### src/rtl/miniled_pkg.sv
// rtl/miniled_pkg.sv - gray-mode codes and scheduler state encoding shared by the MiniLED control path
package miniled_pkg;

  typedef enum logic [1:0] {
    GRAY_RMS = 2'd0,
    GRAY_MAX = 2'd1,
    GRAY_AVE = 2'd2,
    GRAY_COR = 2'd3
  } gray_mode_e;

  localparam gray_mode_e GRAY_RESET = GRAY_MAX;

  typedef enum logic [1:0] {
    IDLE   = 2'd0,
    PEND   = 2'd1,
    COMMIT = 2'd2
  } sched_state_e;

endpackage

### src/rtl/btn_debounce.sv
// rtl/btn_debounce.sv - active-low button synchronizer and debouncer with a one-cycle press pulse
module btn_debounce #(
  parameter int DEBOUNCE_CYC = 500000
) (
  input  logic clk,
  input  logic rst_n,
  input  logic btn_n,
  output logic stable_n,
  output logic press
);

  localparam int CW = (DEBOUNCE_CYC > 1) ? $clog2(DEBOUNCE_CYC) : 1;
  localparam logic [CW-1:0] CNT_MAX = CW'(DEBOUNCE_CYC - 1);

  logic [1:0]    sync_q, sync_d;
  logic [CW-1:0] cnt_q, cnt_d;
  logic          stable_q, stable_d;
  logic          press_q, press_d;

  // The counter only runs while the synced level disagrees with the accepted one,
  // so any bounce back to the stable level restarts the qualification window.
  always_comb begin
    sync_d   = {sync_q[0], btn_n};
    cnt_d    = cnt_q;
    stable_d = stable_q;
    if (sync_q[1] == stable_q) begin
      cnt_d = '0;
    end else if (cnt_q == CNT_MAX) begin
      stable_d = sync_q[1];
      cnt_d    = '0;
    end else begin
      cnt_d = cnt_q + 1'b1;
    end
    press_d = stable_q & ~stable_d;
  end

  always_ff @(posedge clk or negedge rst_n) begin
    if (!rst_n) begin
      sync_q   <= 2'b11;
      cnt_q    <= '0;
      stable_q <= 1'b1;
      press_q  <= 1'b0;
    end else begin
      sync_q   <= sync_d;
      cnt_q    <= cnt_d;
      stable_q <= stable_d;
      press_q  <= press_d;
    end
  end

  assign stable_n = stable_q;
  assign press    = press_q;

endmodule

### src/rtl/frame_mode_sched.sv
// rtl/frame_mode_sched.sv - frame-synchronous gray-mode commit, vsync timeout and per-frame brightness
// Define BRIGHT_IIR_EN to smooth brightness with a 1/2^IIR_SHIFT IIR; otherwise it is sampled per frame.
module frame_mode_sched
  import miniled_pkg::*;
#(
  parameter int DEBOUNCE_CYC   = 500000,
  parameter int VS_TIMEOUT     = 5000000,
  parameter int IIR_SHIFT      = 2,
  parameter int VS_ACTIVE_HIGH = 1
) (
  input  logic       I_clk,
  input  logic       I_rst_n,
  input  logic       I_rms_n,
  input  logic       I_max_n,
  input  logic       I_ave_n,
  input  logic       I_cor_n,
  input  logic       I_vsync,
  input  logic [7:0] I_bright,
  output logic [1:0] O_gray_mode,
  output logic       O_mode_chg,
  output logic [7:0] O_bright,
  output logic       O_frame_tick,
  output logic       O_no_video
);

  localparam int TW = (VS_TIMEOUT > 1) ? $clog2(VS_TIMEOUT) : 1;
  localparam logic [TW-1:0] TO_MAX = TW'(VS_TIMEOUT - 1);

  if (IIR_SHIFT < 1 || IIR_SHIFT > 4) begin : g_bad_shift
    $error("IIR_SHIFT must be in 1..4");
  end

  logic [3:0] btn_n, stable_n, press;
  assign btn_n = {I_cor_n, I_ave_n, I_max_n, I_rms_n};

  for (genvar i = 0; i < 4; i++) begin : g_btn
    btn_debounce #(.DEBOUNCE_CYC(DEBOUNCE_CYC)) u_db (
      .clk      (I_clk),
      .rst_n    (I_rst_n),
      .btn_n    (btn_n[i]),
      .stable_n (stable_n[i]),
      .press    (press[i])
    );
  end

  logic [2:0]    vs_q, vs_d;
  logic          tick_q, tick_d;
  logic [TW-1:0] to_cnt_q, to_cnt_d;
  logic          no_video_q, no_video_d;
  logic          pseudo_tick, upd_tick;

  always_comb begin
    vs_d       = {vs_q[1:0], I_vsync};
    tick_d     = (VS_ACTIVE_HIGH != 0) ? (vs_q[1] & ~vs_q[2]) : (~vs_q[1] & vs_q[2]);
    to_cnt_d   = to_cnt_q + 1'b1;
    no_video_d = no_video_q;
    pseudo_tick = 1'b0;
    if (tick_q) begin
      to_cnt_d   = '0;
      no_video_d = 1'b0;
    end else if (to_cnt_q == TO_MAX) begin
      to_cnt_d    = '0;
      no_video_d  = 1'b1;
      pseudo_tick = 1'b1;
    end
    upd_tick = tick_q | pseudo_tick;
  end

  always_ff @(posedge I_clk or negedge I_rst_n) begin
    if (!I_rst_n) begin
      vs_q       <= {3{(VS_ACTIVE_HIGH != 0) ? 1'b0 : 1'b1}};
      tick_q     <= 1'b0;
      to_cnt_q   <= '0;
      no_video_q <= 1'b0;
    end else begin
      vs_q       <= vs_d;
      tick_q     <= tick_d;
      to_cnt_q   <= to_cnt_d;
      no_video_q <= no_video_d;
    end
  end

  gray_mode_e   req, pend_q, pend_d, mode_q, mode_d;
  sched_state_e state_q, state_d;
  logic         chg_q, chg_d;
  logic         press_any;

  always_comb begin
    press_any = |press;
    req = mode_q;
    if (!stable_n[0])      req = GRAY_RMS;
    else if (!stable_n[1]) req = GRAY_MAX;
    else if (!stable_n[2]) req = GRAY_AVE;
    else if (!stable_n[3]) req = GRAY_COR;

    state_d = state_q;
    pend_d  = pend_q;
    mode_d  = mode_q;
    chg_d   = 1'b0;
    case (state_q)
      IDLE: begin
        if (press_any && req != mode_q) begin
          state_d = PEND;
          pend_d  = req;
        end
      end
      PEND: begin
        // A press back to the live mode withdraws the request, even on a tick.
        if (press_any && req == mode_q) begin
          state_d = IDLE;
        end else begin
          if (press_any) pend_d = req;
          if (upd_tick || no_video_q) begin
            state_d = COMMIT;
            mode_d  = pend_d;
            chg_d   = 1'b1;
          end
        end
      end
      default: state_d = IDLE;
    endcase
  end

  always_ff @(posedge I_clk or negedge I_rst_n) begin
    if (!I_rst_n) begin
      state_q <= IDLE;
      pend_q  <= GRAY_RESET;
      mode_q  <= GRAY_RESET;
      chg_q   <= 1'b0;
    end else begin
      state_q <= state_d;
      pend_q  <= pend_d;
      mode_q  <= mode_d;
      chg_q   <= chg_d;
    end
  end

  logic [7:0] bright_q, bright_d;

`ifdef BRIGHT_IIR_EN
  localparam int AW = 8 + IIR_SHIFT;
  logic [AW-1:0] acc_q, acc_d;
  logic          seeded_q, seeded_d;

  // acc holds 2^IIR_SHIFT times the filtered value; its steady state is bounded below 2^AW.
  always_comb begin
    acc_d    = acc_q;
    seeded_d = seeded_q;
    if (upd_tick) begin
      seeded_d = 1'b1;
      if (!seeded_q) acc_d = AW'(I_bright) << IIR_SHIFT;
      else           acc_d = acc_q - (acc_q >> IIR_SHIFT) + AW'(I_bright);
    end
    bright_d = acc_d[AW-1:IIR_SHIFT];
  end

  always_ff @(posedge I_clk or negedge I_rst_n) begin
    if (!I_rst_n) begin
      acc_q    <= '0;
      seeded_q <= 1'b0;
    end else begin
      acc_q    <= acc_d;
      seeded_q <= seeded_d;
    end
  end
`else
  always_comb begin
    bright_d = upd_tick ? I_bright : bright_q;
  end
`endif

  always_ff @(posedge I_clk or negedge I_rst_n) begin
    if (!I_rst_n) bright_q <= 8'd0;
    else          bright_q <= bright_d;
  end

  assign O_gray_mode  = mode_q;
  assign O_mode_chg   = chg_q;
  assign O_bright     = bright_q;
  assign O_frame_tick = tick_q;
  assign O_no_video   = no_video_q;

endmodule
### config.mk
export PLATFORM = sky130hd
export DESIGN_NAME = frame_mode_sched
export DESIGN_NICKNAME = d
export VERILOG_FILES = /design/src/rtl/miniled_pkg.sv /design/src/rtl/btn_debounce.sv /design/src/rtl/frame_mode_sched.sv
export SDC_FILE = /design/constraint.sdc
export NUM_CORES = 1
export LEC_CHECK = 0
export ABC_AREA = 1
export BUFFER_PORTS_ARGS = -buffer_cell sky130_fd_sc_hd__buf_2
export CORE_ASPECT_RATIO = 1.5
export CORE_MARGIN = 5
export CORE_UTILIZATION = 30
export CTS_CLUSTER_DIAMETER = 150
export DETAILED_ROUTE_END_ITERATION = 10
export PLACE_DENSITY = 0.44
export SYNTH_ARGS = -nofsm -noshare
export SYNTH_HDL_FRONTEND = slang
export SYNTH_SLANG_ARGS = --single-unit
### constraint.sdc
create_clock -name I_clk -period 1.7 [get_ports I_clk]
set_input_delay 0.34 -clock I_clk [delete_from_list [all_inputs] [get_ports I_clk]]
set_output_delay 0.34 -clock I_clk [all_outputs]
set_load 0.02 [all_outputs]
; Yosys cells after proc, flatten, opt, wreduce, memory -nomap -nowiden
; Cells that the tools add are included.
[word_totals]
word_cells = 104
output_inout_bits = 13
mem_bits_rw = 0
n_memories = 0
input_bits = 15
ff_bits = 135
mem_bits_ro = 0
latch_bits = 0
[classes]
shift = 0
magnitude_cmp = 0
div = 0
multipliers = 0
addsub = 5
n_bitwise = 12
muxes = 37
n_reduce_logical = 10
n_eq_ne = 15
[ops]
columns = operator, count
row1 = 2-to-1 mux 19 bit, 8
row2 = adder 19 x 1 -> 19 bit (second input constant), 4
row3 = equality test 19 bit (second input constant), 4
row4 = 2-to-1 mux 23 bit, 2
row5 = adder 23 x 1 -> 23 bit (second input constant), 1
row6 = equality test 23 bit (second input constant), 1
row7 = 2-to-1 mux 2 bit, 10
row8 = 2-to-1 mux 1 bit, 15
row9 = one-hot mux 2 bit (2 select lines), 2
row10 = inverter 1 bit, 6
row11 = AND reduction 3 bit, 2
row12 = AND 1 bit, 5
row13 = equality test 1 bit, 4
row14 = inequality test 2 bit (second input constant), 2
row15 = nonzero test 2 bit, 2
row16 = OR reduction 4 bit, 1
row17 = inequality test 3 bit (second input constant), 1
row18 = equality test 2 x 1 -> 1 bit (second input constant), 1
row19 = equality test 2 bit, 1
row20 = logical AND 1 bit, 2
row21 = zero test 2 bit, 1
row22 = inequality test 2 bit, 1
row23 = AND reduction 2 bit, 1
row24 = logical OR 1 bit, 1
row25 = bitwise OR 1 bit, 1

; Logic depth before layout (Yosys ltp)
[depth]
depth_word = 8
depth_mapped = 12
depth_no_buf = 12

; Modules after synthesis
; From an unflattened synthesis, not the netlist that was laid out.
[hier_totals]
hier_cells = 858
hier_area_um2 = 6975.4
[modules_own_cells]
columns = mod, seq_area_each_um2, instances, cells_per_inst, area_per_inst_um2
row1 = btn_debounce, 579.3, 4, 149, 1214.9
row2 = frame_mode_sched, 1078.5, 1, 262, 2115.8

; Least setup slack after synthesis
; OpenSTA, ideal clock, no wires.
[synth_timing]
path_kind = reg2reg
startpoint = register g_btn[2].u_db.cnt_q[0]
endpoint = register g_btn[2].u_db.cnt_q[12]
required_time_ps = 1568
period_less_slack_ps = 1548
slack_ps = 152
setup_ps = 132
arrival_ps = 1417
path_stages_with_launch = 8
path_buffers = 0
path_cell_list = dfrtp_1 -> ha_1 -> nand4_2 -> nor2_2 -> nand2_1 -> nor2_2 -> xor2_1 -> nor2_1
[synth_between]
elab_chain_len = 3
word_cells_on_any_way = 4
cone_classes = add/sub: 1 / eq/ne: 1 / mux: 2
[synth_rtl]
columns = item, line
row1 = "start, declared", btn_debounce.sv:16  ; logic [CW-1:0] cnt_q, cnt_d;
row2 = "start signal, assigned", btn_debounce.sv:45  ; cnt_q <= cnt_d;
row3 = adder 19 x 1 -> 19 bit or equality test 19 bit (tied branches), "btn_debounce.sv:32, btn_debounce.sv:28"
row4 = 2-to-1 mux 19 bit (*), btn_debounce.sv:28  ; end else if (cnt_q == CNT_MAX) begin
row5 = 2-to-1 mux 19 bit (*), btn_debounce.sv:26  ; if (sync_q[1] == stable_q) begin
row6 = net g_btn[2].u_db.cnt_d[12], btn_debounce.sv:16
; Mark *: on every way through the listed nets, which the timed path passes. The rest lies on a longest branch.
; A chain may end at the register's enable or synchronous reset.

; Final worst setup path
[layout_timing]
startpoint = register g_btn[3].u_db.cnt_q[9]
endpoint = register g_btn[3].u_db.cnt_q[10]
[layout_between]
elab_chain_len = 3
word_cells_on_any_way = 4
cone_classes = add/sub: 1 / eq/ne: 1 / mux: 2
[layout_rtl]
columns = item, line
row1 = "start, declared", btn_debounce.sv:16
row2 = "start signal, assigned", btn_debounce.sv:45
row3 = adder 19 x 1 -> 19 bit or equality test 19 bit (tied branches), "btn_debounce.sv:32, btn_debounce.sv:28"
row4 = 2-to-1 mux 19 bit (*), btn_debounce.sv:28
row5 = 2-to-1 mux 19 bit (*), btn_debounce.sv:26
row6 = net g_btn[3].u_db.cnt_d[10], btn_debounce.sv:16
; Marked as above.

==> results.md <==
- Slew headroom: 69.4%
- Clock Pin Slew Worst Setup and Hold Paths: 0.06 ns
- Synth area leaders: dfrtp_1 (42%), nand2_1 (9.8%), nor2_1 (8.0%)
- CP dominant cell by count: nor2_1
- Gr ovfl total: 0
- Top cell type's share of synthesized area: 42.3%
- Tmin final: 1.58 ns
- Leak Pwr: 3.79 nW
- Gr usage total: 14.5%
- Register area share after synthesis: 47.5%
- Synth Area per Inst: 7.95 um^2
- Initial antenna violation count: 0
- Clock sinks: 135
- DIE AREA: 27100 um^2
- Maximum clock insertion buffer count: 2
- Root buf cell: clkbuf_16
- Worst path bufs/invs: 1
- Synth-to-Final Area Change: 22.6%
- Slowest CP cell: dfrtp_1
- Critical path arrival: 1.89 ns
- DIE WIDTH: 136 um
- Post-Route WL: 18200 um
- Crit-path max cell delay: 0.41 ns
- Antenna Cells: 0
- Synth Warn #: 0
- #FFs+latches synth: 135
- Worst hold path class: input port to register
- Hold Vio Cnt, Final: 0
- Placer's final routability congestion estimate: 0.846
- Initial core utilization: 30.3%
- Worst skew pair latency: 0.42 ns
- CTS tree: built
- Outcome: complete, no violations
- 1st-iter DRT viols: 308
- First-pass GRT wire length: 31000 um
- Wirelength per Cell: 13.9 um
- Final std cells w/o fill: 1312
- Unique masters post-synth: 44
- Max Freq: 634 MHz
- Largest area contributor in the synthesized netlist: dfrtp_1
- Number of synthesized flops with an enable pin: 0
- Syn nets: 919
- Layout cells sized above 1: 17.5%
- CP Launch Type: register
- Critical Path End Type: register
- Clock Skews: 0.00951 ns
- Post-route design area: 8770 um^2
- Total power: 0.00818 W
- Required @ worst endpoint: 2.01 ns
- Placed insts: 1273
- Final Max Slew Viols: 0
- Port bufs: 27
- Io pins: 28
- Die Y: 199 um
- Dpl hpwl: 13700 um
- DRT Pass-1 Iters: 4
- Final hold slack: 0.0357 ns
- Critical path class: register to register
- Synth Flop Type: dfrtp_1
- # DRC: 0
- Cells after synthesis: 899
- Critical path peak fanout: 5
- Vias in the first global route: 6301
- H-tree depth: 4
- Crit-path cells: inv_1 -> nor3_1 -> nand2_1 -> nor2_1 -> xor2_1 -> nor2_1
- # rows: 69
- Cts bufs inserted: 17
- Post-DR vias/cell: 4.68
- Endpoints failing setup: 0
- Max-cap violations: 0
- Period utilisation layout: 92.8%
- Final #Nets: 1000
- Vias: 6135
- Mapped cell area: 7150 um^2
- Async S/R FF share, synth: 100%
- Dpl cell area: 7960 um^2
- Top Family by Delay on Critical Path: simple AND/OR/NAND/NOR gates
- Largest net degree at the start of global routing: 45
- Antenna viol nets, final: 0
- Worst vdd ir: 0.628 mV
- Power Density: 933 nW/um^2
- Worst slew pin tran: 0.447 ns
- Core area: 23600 um^2
==> layout make-up <==
| class | instances | area (um^2) |
|---|---|---|
| Fill cell | 2452 | 14800 |
| Sequential cell | 135 | 3400 |
| Multi-Input combinational cell | 637 | 3310 |
| Timing Repair Buffer | 71 | 522 |
| Clock buffer | 21 | 470 |
| Inverter | 118 | 450 |
| Tap cell | 319 | 399 |
| Clock inverter | 11 | 219 |
==> worst register-to-register path, delay by kind of cell (launching register included) <==
family	cells	cell delay (ns)
DFF	1	0.41
buffers and inverters	1	0.12
xor gates and xnor gates	1	0.18
and+or+nand+nor	4	0.76
==> sequential cells by signal, indices dropped and copies added, names as in the netlist <==
signal,cells
O_frame_tick,1
state_q,2
vs_q,3
g_btn.u_db.cnt_q,76
O_no_video,1
O_gray_mode,2
to_cnt_q,23
pend_q,2
g_btn.u_db.press,4
g_btn.u_db.stable_n,4
g_btn.u_db.sync_q,8
O_mode_chg,1
O_bright,8
==> routing by layer <==
layer / GRT usage (%) / wire length [um] / part of all wire [%] / up-vias
li1: - / - / - / 3091
met1: 16.1 / 7240 / 40 / 2912
met2: 26.2 / 9890 / 54 / 88
met3: 2.97 / 445 / 2.4 / 44
met4: 7.21 / 660 / 3.6 / 0
met5: 0 / 0 / 0 / -
==> power by group <==
group	leakage [nW]	internal (W)	switching (W)
Combinational	1.66	0.000176	0.000279
Sequential	1.80	0.00332	0.0000799
Clock	0.334	0.00288	0.00145
Total	3.79	0.00637	0.00181
==> Yosys cell counts (all sizes together), types with 8 or more instances <==
cell type / instances
a21oi: 28
nand4: 53
xnor2: 10
nand3: 67
dfrtp: 121
nor3: 39
nand2: 196
o21ai: 19
xor2: 22
nor2: 163
inv: 118
nor3b: 8
dfstp: 14
==> placed cells by master (no fill, tap or decap), types with 5 or more instances in the layout <==
master / count
clkbuf_16: 17
nand2_2: 12
xnor2_1: 9
nand3_1: 60
buf_2: 26
dfrtp_1: 121
nor3b_1: 7
inv_2: 7
nand3_2: 7
nand2_1: 184
nand4_1: 51
dlygate4sd3_1: 5
a21oi_1: 28
bufinv_16: 6
nand3b_1: 6
nor2_2: 5
nor2_4: 7
nor2_1: 151
xor2_1: 22
nor3_1: 28
inv_1: 109
o21ai_0: 17
buf_4: 36
nor3_2: 10
dfstp_2: 14
==> metrics by stage <==
stage	TNS (ns)	util, %	worst slack, ns
floorplan	0	-	0.152
global placement	0	33.8	0.133
detailed placement	0	33.8	0.0799
CTS	0	36.9	0.0686
global route	-0.0716	37.2	-0.0232
finish	0	37.2	0.122
==> what timing repair did <==
| item | 4_1_cts | 5_1_grt |
|---|---|---|
| endpoints found under the setup margin | 0 | 20 |
| hold endpoints to repair | 17 | 0 |
| hold buffers | 5 | 0 |
| resized for setup | 0 | 14 |
| buffers inserted | 0 | 2 |
==> path summary, 6_finish.rpt <==
kind	start	endpoint	slack, ns	cells past startpoint
setup / recovery	g_btn[3].u_db.cnt_q[9]	g_btn[3].u_db.cnt_q[10]	0.12	6
hold / removal	I_vsync	vs_q[0]	0.04	1
setup reg to reg	g_btn[3].u_db.cnt_q[9]	g_btn[3].u_db.cnt_q[10]	0.12	6
hold reg to reg	vs_q[0]	vs_q[1]	0.36	0
max in group asynchronous	I_rst_n	g_btn[1].u_db.stable_n	0.80	3
min in group asynchronous	I_rst_n	g_btn[3].u_db.cnt_q[7]	0.32	2
==> cells by family (layout without fill, tap and decap cells) <==
family	after synthesis	count (layout)	synth area share (%)
AND/OR/NAND/NOR	534	534	35.2
AO/OA/AOI/OAI	66	66	5.58
XOR/XNOR	32	32	4.02
flip-flops	135	135	47.5
adder cells (fa/ha/maj)	5	5	0.875
buffers and inverters	127	221	6.88
Power figures use the tool's default switching activity.
